$ cat src/rtl/round_key_sequencer_if.sv
// Round-key bus between the key generator read port, the sequencer and the
// cipher round datapath.
interface round_key_sequencer_if #(
    parameter int KEY_W  = 128,
    parameter int ADDR_W = 4
);
    logic              gen_done;
    logic [KEY_W-1:0]  round_key_0;
    logic [KEY_W-1:0]  round_key_x;
    logic [ADDR_W-1:0] key_rd_addr;
    logic              key_valid;
    logic              key_accept;
    logic [KEY_W-1:0]  round_key;
    logic [ADDR_W-1:0] round_num;
    logic              last_key;

    modport master (
        input  gen_done,
        input  round_key_0,
        input  round_key_x,
        input  key_accept,
        output key_rd_addr,
        output key_valid,
        output round_key,
        output round_num,
        output last_key
    );

    modport slave (
        output gen_done,
        output round_key_0,
        output round_key_x,
        output key_accept,
        input  key_rd_addr,
        input  key_valid,
        input  round_key,
        input  round_num,
        input  last_key
    );
endinterface

$ cat src/rtl/round_key_sequencer.sv
// Reads expanded round keys back from the key generator in forward (encrypt)
// or reverse (decrypt) order and hands them to the round datapath.
module round_key_sequencer #(
    parameter int NUM_ROUNDS = 10,
    parameter int KEY_W      = 128,
    parameter int ADDR_W     = 4
) (
    input  logic                  clk,
    input  logic                  rst,
    input  logic                  start,
    input  logic                  decrypt,
    input  logic                  abort,
    output logic                  busy,
    output logic                  seq_done,
    output logic                  key_lost,
    round_key_sequencer_if.master kbus
);

    typedef enum logic [2:0] {
        IDLE,
        WAIT_GEN,
        FETCH,
        CAPTURE,
        HOLD,
        DONE
    } state_t;

    localparam logic [ADDR_W-1:0] LAST_IDX = ADDR_W'(NUM_ROUNDS);

    state_t            state, state_nxt;
    logic [ADDR_W-1:0] idx, idx_nxt;
    logic              mode, mode_nxt;
    logic              lost_nxt;
    logic [ADDR_W-1:0] fin_idx;

    assign fin_idx = mode ? '0 : LAST_IDX;

    always_comb begin
        state_nxt = state;
        idx_nxt   = idx;
        mode_nxt  = mode;
        lost_nxt  = 1'b0;
        if (abort) begin
            state_nxt = IDLE;
        end else if ((state inside {FETCH, CAPTURE, HOLD}) && !kbus.gen_done) begin
            // Key store is being rewritten: restart from the first key.
            state_nxt = WAIT_GEN;
            idx_nxt   = mode ? LAST_IDX : '0;
            lost_nxt  = 1'b1;
        end else begin
            case (state)
                IDLE: begin
                    if (start) begin
                        mode_nxt  = decrypt;
                        idx_nxt   = decrypt ? LAST_IDX : '0;
                        state_nxt = kbus.gen_done ? FETCH : WAIT_GEN;
                    end
                end
                WAIT_GEN: begin
                    if (kbus.gen_done) state_nxt = FETCH;
                end
                FETCH:   state_nxt = CAPTURE;
                CAPTURE: state_nxt = HOLD;
                HOLD: begin
                    if (kbus.key_accept) begin
                        if (idx == fin_idx) begin
                            state_nxt = DONE;
                        end else begin
                            idx_nxt   = mode ? idx - ADDR_W'(1) : idx + ADDR_W'(1);
                            state_nxt = FETCH;
                        end
                    end
                end
                DONE:    state_nxt = IDLE;
                default: state_nxt = IDLE;
            endcase
        end
    end

    always_ff @(posedge clk) begin
        if (rst) begin
            state            <= IDLE;
            idx              <= '0;
            mode             <= 1'b0;
            key_lost         <= 1'b0;
            kbus.key_rd_addr <= '0;
            kbus.round_key   <= '0;
            kbus.round_num   <= '0;
        end else begin
            state    <= state_nxt;
            idx      <= idx_nxt;
            mode     <= mode_nxt;
            key_lost <= lost_nxt;
            // Address goes out on FETCH entry so the registered read data lands in CAPTURE.
            if (state_nxt == FETCH) kbus.key_rd_addr <= idx_nxt;
            if (state == CAPTURE && state_nxt == HOLD) begin
                kbus.round_key <= (idx == '0) ? kbus.round_key_0 : kbus.round_key_x;
                kbus.round_num <= idx;
            end
        end
    end

    assign kbus.key_valid = (state == HOLD);
    assign kbus.last_key  = kbus.key_valid && (kbus.round_num == fin_idx);
    assign busy           = (state != IDLE);
    assign seq_done       = (state == DONE);

endmodule
$ cat src/flat_wrapper.sv
// flat-port wrapper written by rule: the top's interface ports become plain ports
module round_key_sequencer_flat 
#(
    parameter int NUM_ROUNDS = 10,
    parameter int KEY_W      = 128,
    parameter int ADDR_W     = 4
)
  (clk, rst, start, decrypt, abort, busy, seq_done, key_lost, kbus_gen_done, kbus_round_key_0, kbus_round_key_x, kbus_key_accept, kbus_key_rd_addr, kbus_key_valid, kbus_round_key, kbus_round_num, kbus_last_key);
  round_key_sequencer_if #(.KEY_W(KEY_W), .ADDR_W(ADDR_W)) kbus_i ();
  input  logic clk;
  input  logic rst;
  input  logic start;
  input  logic decrypt;
  input  logic abort;
  output logic busy;
  output logic seq_done;
  output logic key_lost;
  input wire logic [$bits(kbus_i.gen_done)-1:0] kbus_gen_done;
  input wire logic [$bits(kbus_i.round_key_0)-1:0] kbus_round_key_0;
  input wire logic [$bits(kbus_i.round_key_x)-1:0] kbus_round_key_x;
  input wire logic [$bits(kbus_i.key_accept)-1:0] kbus_key_accept;
  output wire logic [$bits(kbus_i.key_rd_addr)-1:0] kbus_key_rd_addr;
  output wire logic [$bits(kbus_i.key_valid)-1:0] kbus_key_valid;
  output wire logic [$bits(kbus_i.round_key)-1:0] kbus_round_key;
  output wire logic [$bits(kbus_i.round_num)-1:0] kbus_round_num;
  output wire logic [$bits(kbus_i.last_key)-1:0] kbus_last_key;
  assign kbus_i.gen_done = kbus_gen_done;
  assign kbus_i.round_key_0 = kbus_round_key_0;
  assign kbus_i.round_key_x = kbus_round_key_x;
  assign kbus_i.key_accept = kbus_key_accept;
  assign kbus_key_rd_addr = kbus_i.key_rd_addr;
  assign kbus_key_valid = kbus_i.key_valid;
  assign kbus_round_key = kbus_i.round_key;
  assign kbus_round_num = kbus_i.round_num;
  assign kbus_last_key = kbus_i.last_key;
  round_key_sequencer #(.NUM_ROUNDS(NUM_ROUNDS), .KEY_W(KEY_W), .ADDR_W(ADDR_W)) u_core (.clk(clk), .rst(rst), .start(start), .decrypt(decrypt), .abort(abort), .busy(busy), .seq_done(seq_done), .key_lost(key_lost), .kbus(kbus_i));
endmodule
$ cat config.mk
export PLATFORM = sky130hd
export DESIGN_NAME = round_key_sequencer_flat
export DESIGN_NICKNAME = d
export VERILOG_FILES = /design/src/rtl/round_key_sequencer_if.sv /design/src/rtl/round_key_sequencer.sv /design/src/flat_wrapper.sv
export SDC_FILE = /design/constraint.sdc
export NUM_CORES = 1
export LEC_CHECK = 0
export ABC_AREA = 0
export CORE_AREA = 2 2 157 159
export CTS_CLUSTER_DIAMETER = 80
export DETAILED_ROUTE_END_ITERATION = 6
export DIE_AREA = 0 0 159 161
export PLACE_DENSITY = 0.66
export SYNTH_ARGS = -nofsm -noshare
export SYNTH_HDL_FRONTEND = slang
export SYNTH_SLANG_ARGS = --single-unit
$ cat constraint.sdc
create_clock -name clk -period 5.2 [get_ports clk]
set_input_delay 1.04 -clock clk [delete_from_list [all_inputs] [get_ports clk]]
set_output_delay 1.04 -clock clk [all_outputs]
set_load 0.05 [all_outputs]
### After elaboration in Yosys (flattened, before gate mapping)

Index checks and enable logic that the tools add are counted.

| storage, ports and cells | value |
|---|---|
| bits in registers | 145 |
| output and inout port bits | 141 |
| logic and storage cells | 50 |

| operators by class | value |
|---|---|
| add/subtract/negate cells | 2 |
| equal/unequal tests | 9 |
| multiplexer cells | 20 |
| bitwise logic cells | 2 |
| reduce and logical (&&, ||, !) cells | 10 |

Operators by type and width:

| operator | number |
|---|---|
| 128-bit two-way mux | 1 |
| 4-bit two-way mux | 9 |
| 3-bit two-way mux | 6 |
| 3-bit one-hot mux with 5 select lines | 1 |
| 3-bit by 2-bit == test with 1-bit output, second input constant | 3 |
| 3-bit == test, second input constant | 3 |
| 4-bit == test | 2 |
| 4-bit one-hot mux with 2 select lines | 1 |
| 3-bit nonzero test | 2 |
| 4-bit by 1-bit adder with 4-bit output, second input constant | 1 |
| 4-bit zero test | 1 |
| 4-bit AND reduction | 1 |
| 4-bit by 1-bit subtractor with 4-bit output, second input constant | 1 |
| 3-bit by 1-bit == test with 1-bit output, second input constant | 1 |
| 1-bit logical AND | 3 |
| 3-bit zero test | 1 |
| 2-bit two-way mux | 1 |
| 1-bit NOT | 2 |
| 2-bit OR reduction | 1 |
| 1-bit zero test | 1 |
| 1-bit two-way mux | 1 |

### Longest topological paths before layout

Gate-level depths: netlist of run 1.

| depth | value |
|---|---|
| depth after elaboration | 9 |
| gate-level depth with buffers | 8 |

### Worst setup path before layout of run 1

Ideal clock, no wire load.

| timing | value |
|---|---|
| path type | register to output |
| start | reg u_core.state[1] |
| end | out kbus_last_key |
| data arrival time | 2.785 ns |
| required time | 4.160 ns |
| setup slack | 1.375 ns |
| cell stages (with the launch flop) | 4 |
| buffers on the path | 1 |
| path through | dfxtp_1 -> buf_4 -> nor3b_4 -> nor4b_1 |

| between the ends | value |
|---|---|
| longest elaborated chain between the ends | 2 |

Ends and longest elaborated chain:

| element | line | text |
|---|---|---|
| start: declaration | round_key_sequencer.sv:30 | `state_t state, state_nxt;` |
| start signal: assignment | round_key_sequencer.sv:90 | `state <= state_nxt;` |
| 3-bit == test | round_key_sequencer.sv:103 | `assign kbus.key_valid = (state == HOLD);` |
| named net kbus_key_valid | flat_wrapper.sv:23 | `output wire logic [$bits(kbus_i.key_valid)-1:0] kbus_key_valid;` |
| 1-bit logical AND | round_key_sequencer.sv:104 | `assign kbus.last_key = kbus.key_valid && (kbus.round_num == fin_idx);` |
| end: declaration | flat_wrapper.sv:26 | `output wire logic [$bits(kbus_i.last_key)-1:0] kbus_last_key;` |

The timed path passes the listed nets, and every way through them passes these cells.

### Final worst setup path of run 1

| timing | value |
|---|---|
| start | reg u_core.state[2] |
| end | out kbus_last_key |

| between the ends | value |
|---|---|
| longest elaborated chain between the ends | 2 |

Ends and longest elaborated chain:

| element | line |
|---|---|
| 3-bit == test | round_key_sequencer.sv:103 |
| 1-bit logical AND | round_key_sequencer.sv:104 |

No other way between the ends.

==> metrics.json, run 1 <==
{
  "run_status": {
    "status": "finished clean"
  },
  "finish": {
    "syn_to_final_growth_pct": 62.97,
    "fillCellCount": 2250,
    "fin_area_um2": 12210,
    "finish.net_count": 1340,
    "antennaDiodeCount": 0,
    "multi_input_gate_area_in_the_final_layout_um2": 4149,
    "layout-drive-gt1-share_pct": 16.42,
    "final-instance-count-excl-fill": 1408,
    "register_area_um2": 2903
  },
  "critical_path": {
    "critPathLaunchType": "flop",
    "worst-endpoint-arrival_ns": 2.71,
    "slowest_stage_delay_cp_ns": 0.87,
    "worstSetupPathType": "flop to output port",
    "timing.critical_path.max_delay_family": "buffers and inverters",
    "timing.rr.end": "u_core.kbus.key_rd_addr[2]",
    "timing.critical_path.buf_inv": 1,
    "critPathCaptureType": "output port",
    "cp.required_ns": 4.16,
    "path_cells": "nor3b_4, nor4b_1, clkdlybuf4s50_1",
    "top_fanout_value_on_the_critical_path": 18,
    "rr_startpoint": "u_core.mode",
    "worst_reg2reg_path_length_in_cells": 7,
    "r2r_slack_ns": 2.77,
    "critPathSlowestCell": "clkdlybuf4s50_1"
  },
  "sta": {
    "slew_headroom_pct": 38.16,
    "rsz0062_at_grt": "false",
    "finalSetupViolations": 0,
    "finalCritPeriodShare_pct": 72.11,
    "fmax_mhz": 266.7,
    "tightest_slew_ns": 0.9275,
    "setup_tns_ns": 0,
    "timing_hold_violations_final": 0,
    "final_period_minus_worst_setup_slack_ns": 3.750,
    "final_critical_path_setup_slack_ns": 1.450,
    "fin_worst_skew_ns": 0.008695,
    "finalMaxSlewViolations": 0
  },
  "floorplanning": {
    "fp.dieH_um": 161,
    "die_w_um": 159,
    "floorplan.core_area_um2": 23960,
    "num_rows": 57,
    "fp.dieArea_um2": 25600,
    "io-pin-count": 404,
    "initial_utilization_pct": 31.28
  },
  "clock_tree": {
    "hold_buffers": 0,
    "clock_tree_from_tritoncts": "done",
    "htree_levels": 4,
    "clkSlewWorstSetupHoldPaths_ns": 0.06,
    "cts_num_sinks": 145,
    "cts-resized-gates": 0,
    "clk-insertion-delay-late_ns": 0.40,
    "ctsLongestPathBuffers": 2,
    "cts.root.buffer_cell": "clkbuf_16",
    "total_cts_buffers": 17,
    "postCtsSetupRepairBufs": 0
  },
  "hold_path": {
    "holdPathStages": 2,
    "min-delay-start": "u_core.kbus.key_rd_addr[3]",
    "min-delay-path-class": "flop to flop",
    "whs_endpoint": "u_core.kbus.key_rd_addr[3]"
  },
  "global_routing": {
    "top_usage_layer": "met2",
    "met1_usage_grt_pct": 20.71,
    "globalRouteTotalUtil_pct": 18.04,
    "grt_start_max_net_pins": 137,
    "grt_pass1_vias": 6459,
    "global_route.usage.met2_pct": 31.98,
    "grt_remaining_overflow": 0,
    "grt_first_pass_wirelength_mm": 36.69,
    "grt.met3_usage_pct": 5.650,
    "grt_antenna_before_repair": 0
  },
  "placed_design": {
    "post_dp_cell_area_um2": 11600,
    "gpl.final_weighted_congestion": 0.8604,
    "number_of_placed_instances_with_taps_included": 1378,
    "dp_hpwl_mm": 17.91,
    "io_buffer_count": 403,
    "placement.setup.worst_slack_ns": 1.842
  },
  "routing": {
    "routed_wirelength_mm": 23.68,
    "vias": 6577,
    "drt.antenna.violating_nets": 0,
    "viasPerCell": 4.671,
    "drt_pass1_iterations": 4,
    "drt_iter0_markers": 228,
    "detail_route.wl_per_cell_um": 16.82,
    "detailed_route_drc_error_count": 0
  },
  "power_and_ir_drop": {
    "power_frac_clock_pct": 43.8,
    "cellInternalPower_mw": 2.202,
    "power_switching_share_pct": 24.40,
    "seqPwrFrac_pct": 38.7,
    "power_leakage_nw": 4.522,
    "post-layout-total-power_mw": 2.913,
    "power_density_nw_per_um2": 238.5,
    "power.ir.vdd_worst_mv": 0.1692,
    "share_comb_of_total_power_pct": 17.5,
    "p_sw_uw": 711.0
  },
  "run": {
    "cap_viol_max_count": 0
  },
  "synth": {
    "yosys_top_cell_area_share_pct": 38.73,
    "synth_sequential_area_ratio_pct": 38.73,
    "post_synth.cell_area_avg_um2": 10.57,
    "syn-cell-area_um2": 7495,
    "commonest_cells_post_synth": "145 x dfxtp_1, 139 x nor2_1, 130 x mux2i_1",
    "yosys.cell_count.top_type": "dfxtp_1",
    "synth.distinct_cells": 60,
    "ys_seq_elements": 145,
    "synth-warning-count": 0,
    "synth-async-reset-ratio_pct": 0,
    "mappedNetlistNets": 976,
    "postSynth.topFlopCell": "dfxtp_1",
    "synthCells": 709,
    "synth_area_leaders": "dfxtp_1 39%, a211oi_2 21%, mux2i_1 17%",
    "synthDominantAreaCellType": "dfxtp_1",
    "synth_enable_flop_cells": 0
  }
}
-- cells by family after synthesis --
| family | Yosys count | synth area share [%] |
|---|---|---|
| AND/OR/NAND/NOR | 184 | 10.77 |
| AO/OA/AOI/OAI | 172 | 25.74 |
| flip-flops | 145 | 38.73 |
| multiplexers | 130 | 17.36 |
| buffers and inverters | 71 | 6.027 |
| adder cells (fa/ha/maj) | 4 | 0.7680 |
| XOR/XNOR | 3 | 0.6011 |
-- through the flow --
stage	util (%)	hold WS (ns)
floorplan	-	0.4798
global placement	48.41	0.4657
detailed placement	48.41	0.4688
CTS	50.97	0.4771
global route	50.97	0.5042
finish	50.97	0.4739
-- worst max path at each step --
| stage | startpoint | to | slack [ns] | cells past startpoint |
|---|---|---|---|---|
| finish | u_core.state[2] | kbus_last_key | 1.45 | 3 |
| global route | u_core.state[2] | kbus_last_key | 1.21 | 3 |
| CTS | u_core.state[2] | kbus_last_key | 1.41 | 3 |
| detailed placement | abort | u_core.kbus.round_key[5] | 1.84 | 7 |
| global placement | u_core.state[2] | kbus_last_key | 1.89 | 3 |
| floorplan | u_core.state[1] | kbus_last_key | 1.38 | 3 |
-- worst register-to-register path, delay by kind of cell, from the launching register on --
family                   cells  cell delay, ns
AO/OA/AOI/OAI                4            1.00
flip-flops                   1            0.58
adder cells (fa/ha/maj)      2            0.51
AND/OR/NAND/NOR              1            0.25
-- layer usage --
metal	share of wire [%]	vias up	wire [µm]
met5	0	-	0
met4	2.2	0	523
met3	6.9	25	1637
met2	50	237	11880
met1	41	3010	9632
li1	-	3305	-
-- registers in the layout (all words and copies together), names as in the netlist --
| name | count |
|---|---|
| u_core.key_lost | 1 |
| u_core.kbus.round_key | 128 |
| u_core.kbus.round_num | 4 |
| u_core.mode | 1 |
| u_core.state | 3 |
| u_core.kbus.key_rd_addr | 4 |
| u_core.idx | 4 |
-- cell type report --
| cell class | count | area share [%] |
|---|---|---|
| inverters | 7 | 0.2151 |
| repair buffers | 409 | 33.71 |
| multi-input cells | 493 | 33.97 |
| clock buffers | 17 | 3.483 |
| flip-flops and latches | 145 | 23.77 |
| well taps | 324 | 3.319 |
| clock inverters | 13 | 1.537 |
-- power groups by stage --
| stage | Clock [mW] | Combinational (mW) | Sequential (mW) |
|---|---|---|---|
| finish | 1.28 | 0.510 | 1.13 |
| global route | 1.36 | 0.544 | 1.13 |
| CTS | 1.31 | 0.517 | 1.13 |
| detailed placement | 0 | 0.515 | 1.15 |
| global placement | 0 | 0.516 | 1.15 |
| floorplan | 0 | 0.240 | 1.16 |
-- placed cells by master, fill, tap and decap left out, drive strengths merged, types with 2 or more instances in the layout --
cell and count:
clkbuf 17, o21ai 7, ha 3, buf 7, and2b 2, nor3 10, dfxtp 145, nand3 3
bufinv 4, clkdlybuf4s50 402, xor2 2, a211oi 129, o211ai 3, clkinvlp 3, nand2b 2, nor3b 2
nor4 2, a2111oi 2, nand2 13, inv 9, nor2 140, a311oi 2, mux2i 130, clkinv 4
a21boi 2, a21oi 13, o31ai 3
No activity file was read; power rests on OpenSTA's default activity.
==> inputs of run 2 (changes only) <==
--- a/config.mk
+++ b/config.mk
@@ -6,11 +6,11 @@
 export NUM_CORES = 1
 export LEC_CHECK = 0
 export ABC_AREA = 0
-export CORE_AREA = 2 2 157 159
+export CORE_AREA = 2 2 158 160
 export CTS_CLUSTER_DIAMETER = 80
 export DETAILED_ROUTE_END_ITERATION = 6
-export DIE_AREA = 0 0 159 161
-export PLACE_DENSITY = 0.66
+export DIE_AREA = 0 0 160 162
+export PLACE_DENSITY = 0.65
 export SYNTH_ARGS = -nofsm -noshare
 export SYNTH_HDL_FRONTEND = slang
 export SYNTH_SLANG_ARGS = --single-unit
==> constraint.sdc (replaced) <==
create_clock -name clk -period 3.52 [get_ports clk]
set_input_delay 0.704 -clock clk [delete_from_list [all_inputs] [get_ports clk]]
set_output_delay 0.704 -clock clk [all_outputs]
set_load 0.05 [all_outputs]
==> run 2 against run 1 <==
Combinational power up 48%. Count of clock-buffer cells in the layout increased by 3. Routed wire length grew 0.64%. Global-route usage fell by 0.24 points. Utilization is 0.088 points higher. Via count increased by 0.75%. Largest power group unchanged. Design area is 0.77% higher. Sequential share of layout area decreased by 0.18 points. Clock skew increased by 0.0081 ns.
==> metrics.json, run 2 (same netlist as run 1, synthesis figures left out) <==
{
  "sta": {
    "finalCritPeriodShare_pct": 92.67,
    "setup_tns_ns": 0,
    "fin_worst_skew_ns": 0.01675,
    "tightest_slew_ns": 0.7451,
    "fmax_mhz": 306.6,
    "timing_hold_violations_final": 0,
    "final_period_minus_worst_setup_slack_ns": 3.262,
    "final_critical_path_setup_slack_ns": 0.2580,
    "rsz0062_at_grt": "false",
    "slew_headroom_pct": 50.33,
    "finalSetupViolations": 0,
    "finalMaxSlewViolations": 0
  },
  "global_routing": {
    "grt_remaining_overflow": 0,
    "grt_first_pass_wirelength_mm": 36.22,
    "grt_antenna_before_repair": 0,
    "grt_start_max_net_pins": 97,
    "grt_pass1_vias": 6635,
    "globalRouteTotalUtil_pct": 17.79
  },
  "power_and_ir_drop": {
    "share_comb_of_total_power_pct": 17.7,
    "power_leakage_nw": 4.574,
    "seqPwrFrac_pct": 39.0,
    "power_switching_share_pct": 25.64,
    "p_sw_mw": 1.094,
    "cellInternalPower_mw": 3.174,
    "power_density_nw_per_um2": 346.7,
    "power.ir.vdd_worst_mv": 0.2535,
    "power_frac_clock_pct": 43.4
  },
  "finish": {
    "max_flop_register": "u_core.kbus.round_key",
    "layout_commonest_cell": "clkdlybuf4s50_1",
    "layout-drive-gt1-share_pct": 17.02,
    "fillCellCount": 2312,
    "largest_register_ffs": 128,
    "multi_input_gate_area_in_the_final_layout_um2": 4149,
    "antennaDiodeCount": 0,
    "finish.net_count": 1347,
    "mostFrequentLayoutCells": "402 x clkdlybuf4s50_1, 145 x dfxtp_1, 139 x nor2_1",
    "final-instance-count-excl-fill": 1417,
    "register_area_um2": 2903,
    "syn_to_final_growth_pct": 64.22
  },
  "routing": {
    "viasPerCell": 4.676,
    "drt_iter0_markers": 254,
    "routed_wirelength_mm": 23.83,
    "drt_pass1_iterations": 6,
    "vias": 6626,
    "detailed_route_drc_error_count": 0,
    "drt.antenna.violating_nets": 0,
    "detail_route.wl_per_cell_um": 16.82
  },
  "placed_design": {
    "number_of_placed_instances_with_taps_included": 1385,
    "gpl.final_weighted_congestion": 0.8023,
    "placement.setup.worst_slack_ns": 0.5531,
    "io_buffer_count": 403,
    "dp_hpwl_mm": 18.21
  },
  "clock_tree": {
    "cts-resized-gates": 0,
    "cts.root.buffer_cell": "clkbuf_16",
    "cts_num_sinks": 145,
    "htree_levels": 4,
    "total_cts_buffers": 17,
    "hold_buffers": 0,
    "ctsLongestPathBuffers": 2,
    "postCtsSetupRepairBufs": 0,
    "clk-insertion-delay-late_ns": 0.42,
    "clock_tree_from_tritoncts": "done",
    "clkSlewWorstSetupHoldPaths_ns": 0.06
  },
  "floorplanning": {
    "fp.dieH_um": 162,
    "die_w_um": 160,
    "io-pin-count": 404,
    "floorplan.core_area_um2": 24110,
    "initial_utilization_pct": 31.09,
    "num_rows": 57,
    "fp.dieArea_um2": 25920
  },
  "critical_path": {
    "top_fanout_value_on_the_critical_path": 8,
    "rr_startpoint": "u_core.mode",
    "cp.required_ns": 2.82,
    "critPathCaptureType": "output port",
    "critPathLaunchType": "flop",
    "worst-endpoint-arrival_ns": 2.56,
    "worstSetupPathType": "flop to output port",
    "setup_crit_start": "u_core.mode"
  },
  "hold_path": {
    "min-delay-path-class": "flop to flop",
    "min-delay-start": "u_core.kbus.round_num[2]"
  },
  "run": {
    "cap_viol_max_count": 0
  },
  "run_status": {
    "status": "finished clean"
  }
}
run 2: cell count changes in the layout (fill, tap and decap cells not counted), moves of 2 or more:
cell and change:
buf_12 +4, clkinv_2 -2, clkbuf_8 +2, bufinv_16 -2, buf_4 +3, clkinv_4 +2
run 2: per-stage QoR:
stage               cell area, µm²  total power [mW]  util [%]  hold slack (ns)
finish                       12310             4.268     51.06           0.4828
global route                 12310             4.456     51.06           0.5158
CTS                          12310             4.347     51.06           0.4818
detailed placement           11700             2.460     48.55           0.4712
global placement             11700             2.462     48.55           0.4721
floorplan                     7495             2.073         -           0.4798
run 2: worst max-delay path, cell delays in order, from the launching register on:
cell             delay, ns
dfxtp_1               0.59
inv_1                 0.16
nor3_1                0.19
a21oi_1               0.06
nor4b_1               0.27
clkdlybuf4s50_1       0.87
run 2: layer usage:
layer	GRT usage (%)	up-vias	part of all wire, %
met5	0	-	0
met4	6.798	0	2.3
met3	4.928	35	6.6
met2	31.54	266	50
met1	20.44	2999	42
li1	-	3326	-
run 2: area by class of cell:
class | count | share of cell area [%]
multi-input cells | 493 | 33.71
repair buffers | 416 | 34.29
flip-flops and latches | 145 | 23.58
clock buffers | 20 | 3.710
clock inverters | 12 | 1.200
inverters | 7 | 0.2135
well taps | 324 | 3.294
run 2: worst paths after layout:
| check | slack (ns) | end | depth (start not counted) |
|---|---|---|---|
| worst max register to register | 1.05 | u_core.kbus.key_rd_addr[2] | 7 |
| worst min register to register | 0.48 | u_core.kbus.round_num[2] | 2 |
| worst max-delay path | 0.26 | kbus_last_key | 5 |
| worst min-delay path | 0.48 | u_core.kbus.round_num[2] | 2 |
run 2: power groups by stage:
stage	Sequential [mW]	Combinational (mW)	Clock (mW)
3_3_place_gp	1.70	0.762	0
6_report	1.66	0.754	1.85
3_5_place_dp	1.70	0.760	0
4_1_cts	1.66	0.763	1.92
2_1_floorplan	1.72	0.355	0
5_1_grt	1.66	0.802	1.99
==> inputs of run 3 (changes only) <==
--- a/config.mk
+++ b/config.mk
@@ -6,11 +6,11 @@
 export NUM_CORES = 1
 export LEC_CHECK = 0
 export ABC_AREA = 0
-export CORE_AREA = 2 2 158 160
+export CORE_AREA = 2 2 157 159
 export CTS_CLUSTER_DIAMETER = 80
 export DETAILED_ROUTE_END_ITERATION = 6
-export DIE_AREA = 0 0 160 162
-export PLACE_DENSITY = 0.65
+export DIE_AREA = 0 0 159 161
+export PLACE_DENSITY = 0.66
 export SYNTH_ARGS = -nofsm -noshare
 export SYNTH_HDL_FRONTEND = slang
 export SYNTH_SLANG_ARGS = --single-unit
==> constraint.sdc (replaced) <==
create_clock -name clk -period 3.8 [get_ports clk]
set_input_delay 0.76 -clock clk [delete_from_list [all_inputs] [get_ports clk]]
set_output_delay 0.76 -clock clk [all_outputs]
set_load 0.05 [all_outputs]
==> run 3 against run 2 <==
Flip-flop and latch count unchanged. Via count fell by 0.17%. Non-clock buffer count down 3. Critical endpoint unchanged. Largest power group unchanged. Largest cell class unchanged. Cell count fell by 0.21%.
==> metrics.json, run 3 (same netlist as run 1, synthesis figures left out) <==
{
  "finish": {
    "max_flop_register": "u_core.kbus.round_key",
    "syn_to_final_growth_pct": 63.47,
    "layout_commonest_cell": "clkdlybuf4s50_1",
    "largest_register_ffs": 128,
    "mostFrequentLayoutCells": "402 x clkdlybuf4s50_1, 145 x dfxtp_1, 139 x nor2_1",
    "layout-drive-gt1-share_pct": 16.88,
    "antennaDiodeCount": 0,
    "finish.net_count": 1344
  },
  "critical_path": {
    "rr_startpoint": "u_core.mode",
    "critPathCaptureType": "output port",
    "timing.critical_path.buf_inv": 2,
    "path_cells": "inv_1, nor3_1, a21oi_1, nor4b_1, clkdlybuf4s50_1",
    "timing.rr.end": "u_core.kbus.key_rd_addr[1]",
    "timing.critical_path.depth": 5,
    "worst_setup_path_endpoint": "kbus_last_key",
    "slowest_stage_delay_cp_ns": 0.87,
    "worstSetupPathType": "flop to output port",
    "top_fanout_value_on_the_critical_path": 8,
    "worst-endpoint-arrival_ns": 2.54,
    "r2r_slack_ns": 1.37,
    "cp.required_ns": 3.04,
    "worst_reg2reg_path_length_in_cells": 7,
    "critPathSlowestCell": "clkdlybuf4s50_1",
    "critPathLaunchType": "flop",
    "setup_crit_start": "u_core.mode",
    "timing.critical_path.max_delay_family": "buffers and inverters"
  },
  "clock_tree": {
    "cts-resized-gates": 0,
    "htree_levels": 4,
    "clk-insertion-delay-late_ns": 0.41,
    "total_cts_buffers": 17,
    "clock_tree_from_tritoncts": "done",
    "cts.root.buffer_cell": "clkbuf_16",
    "clkSlewWorstSetupHoldPaths_ns": 0.07,
    "cts_num_sinks": 145,
    "postCtsSetupRepairBufs": 0,
    "hold_buffers": 0,
    "ctsLongestPathBuffers": 2
  },
  "floorplanning": {
    "die_w_um": 159,
    "io-pin-count": 404,
    "initial_utilization_pct": 31.28,
    "fp.dieArea_um2": 25600,
    "num_rows": 57,
    "fp.dieH_um": 161,
    "floorplan.core_area_um2": 23960
  },
  "global_routing": {
    "grt_remaining_overflow": 0,
    "grt_pass1_vias": 6589,
    "globalRouteTotalUtil_pct": 18.20,
    "grt_start_max_net_pins": 113,
    "grt_antenna_before_repair": 0,
    "grt_first_pass_wirelength_mm": 37.12
  },
  "sta": {
    "hold_slack_ns": 0.4761,
    "final_period_minus_worst_setup_slack_ns": 3.301,
    "timing_hold_violations_final": 0,
    "tightest_slew_ns": 0.8033,
    "fin_worst_skew_ns": 0.01228,
    "finalCritPeriodShare_pct": 86.87,
    "slew_headroom_pct": 46.45,
    "rsz0062_at_grt": "false",
    "finalMaxSlewViolations": 0,
    "fmax_mhz": 302.9,
    "finalSetupViolations": 0,
    "setup_tns_ns": 0
  },
  "hold_path": {
    "min-delay-path-class": "flop to flop"
  },
  "power_and_ir_drop": {
    "power_leakage_nw": 4.545,
    "power_density_nw_per_um2": 317.9,
    "power.ir.vdd_worst_mv": 0.2401
  },
  "routing": {
    "drt_pass1_iterations": 5,
    "detailed_route_drc_error_count": 0,
    "vias": 6615,
    "drt_iter0_markers": 235,
    "routed_wirelength_mm": 23.71,
    "drt.antenna.violating_nets": 0,
    "detail_route.wl_per_cell_um": 16.77,
    "viasPerCell": 4.678
  },
  "run": {
    "cap_viol_max_count": 0
  },
  "placed_design": {
    "dp_hpwl_mm": 18.00,
    "io_buffer_count": 403,
    "gpl.final_weighted_congestion": 0.8224
  },
  "run_status": {
    "status": "finished clean"
  }
}
run 3: changes by cell type in the layout (fill, tap and decap cells not counted), sizes merged:
cell	change
clkinv	-2
buf	-3
bufinv	-1
clkinvlp	+1
inv	+4
clkbuf	-2
run 3: per-stage QoR:
stage	setup slack, ns	utilization [%]	area [µm²]	cells	power [mW]
final	0.4990	51.13	12250	1414	3.895
after global routing	0.3785	51.13	12250	1414	4.081
after CTS	0.4719	51.13	12250	1414	3.969
after detailed placement	0.7829	48.69	11670	1382	2.283
after global placement	0.8806	48.69	11670	1382	2.282
after floorplan	0.2553	-	7495	709	1.920
run 3: layout make-up:
class | count | area (µm²)
multi-input cells | 493 | 4149
fillers | 2239 | 11710
repair buffers | 413 | 4185
inverters | 7 | 26.28
flip-flops and latches | 145 | 2903
clock inverters | 14 | 143.9
well taps | 324 | 405.4
clock buffers | 18 | 439.2
run 3: worst min-delay path, stage by stage, from the launching register on:
cell and delay, ns:
dfxtp_1 0.30, o21ai_0 0.06, a21oi_1 0.06
run 3: worst min path at each step:
stage | depth (start not counted) | start | to
6_report | 2 | u_core.kbus.key_rd_addr[3] | u_core.kbus.key_rd_addr[3]
5_1_grt | 2 | u_core.kbus.key_rd_addr[3] | u_core.kbus.key_rd_addr[3]
3_5_place_dp | 2 | u_core.kbus.key_rd_addr[3] | u_core.kbus.key_rd_addr[3]
3_3_place_gp | 2 | u_core.kbus.key_rd_addr[1] | u_core.kbus.key_rd_addr[1]
2_1_floorplan | 2 | u_core.idx[2] | u_core.kbus.round_num[2]
4_1_cts | 2 | u_core.kbus.key_rd_addr[3] | u_core.kbus.key_rd_addr[3]
run 3: layer usage:
metal | global-route usage, % | vias up | wire, µm
met5 | 0 | - | 0
met4 | 4.504 | 0 | 298
met3 | 5.752 | 14 | 1686
met2 | 32.17 | 255 | 12010
met1 | 21.48 | 3025 | 9714
li1 | - | 3321 | -
run 3: where the power goes:
group	leakage [nW]	total (mW)	internal, mW	switching [mW]
logic	3.10	0.701	0.392	0.308
clock network	0.280	1.65	0.943	0.711
registers	1.17	1.54	1.53	0.0119
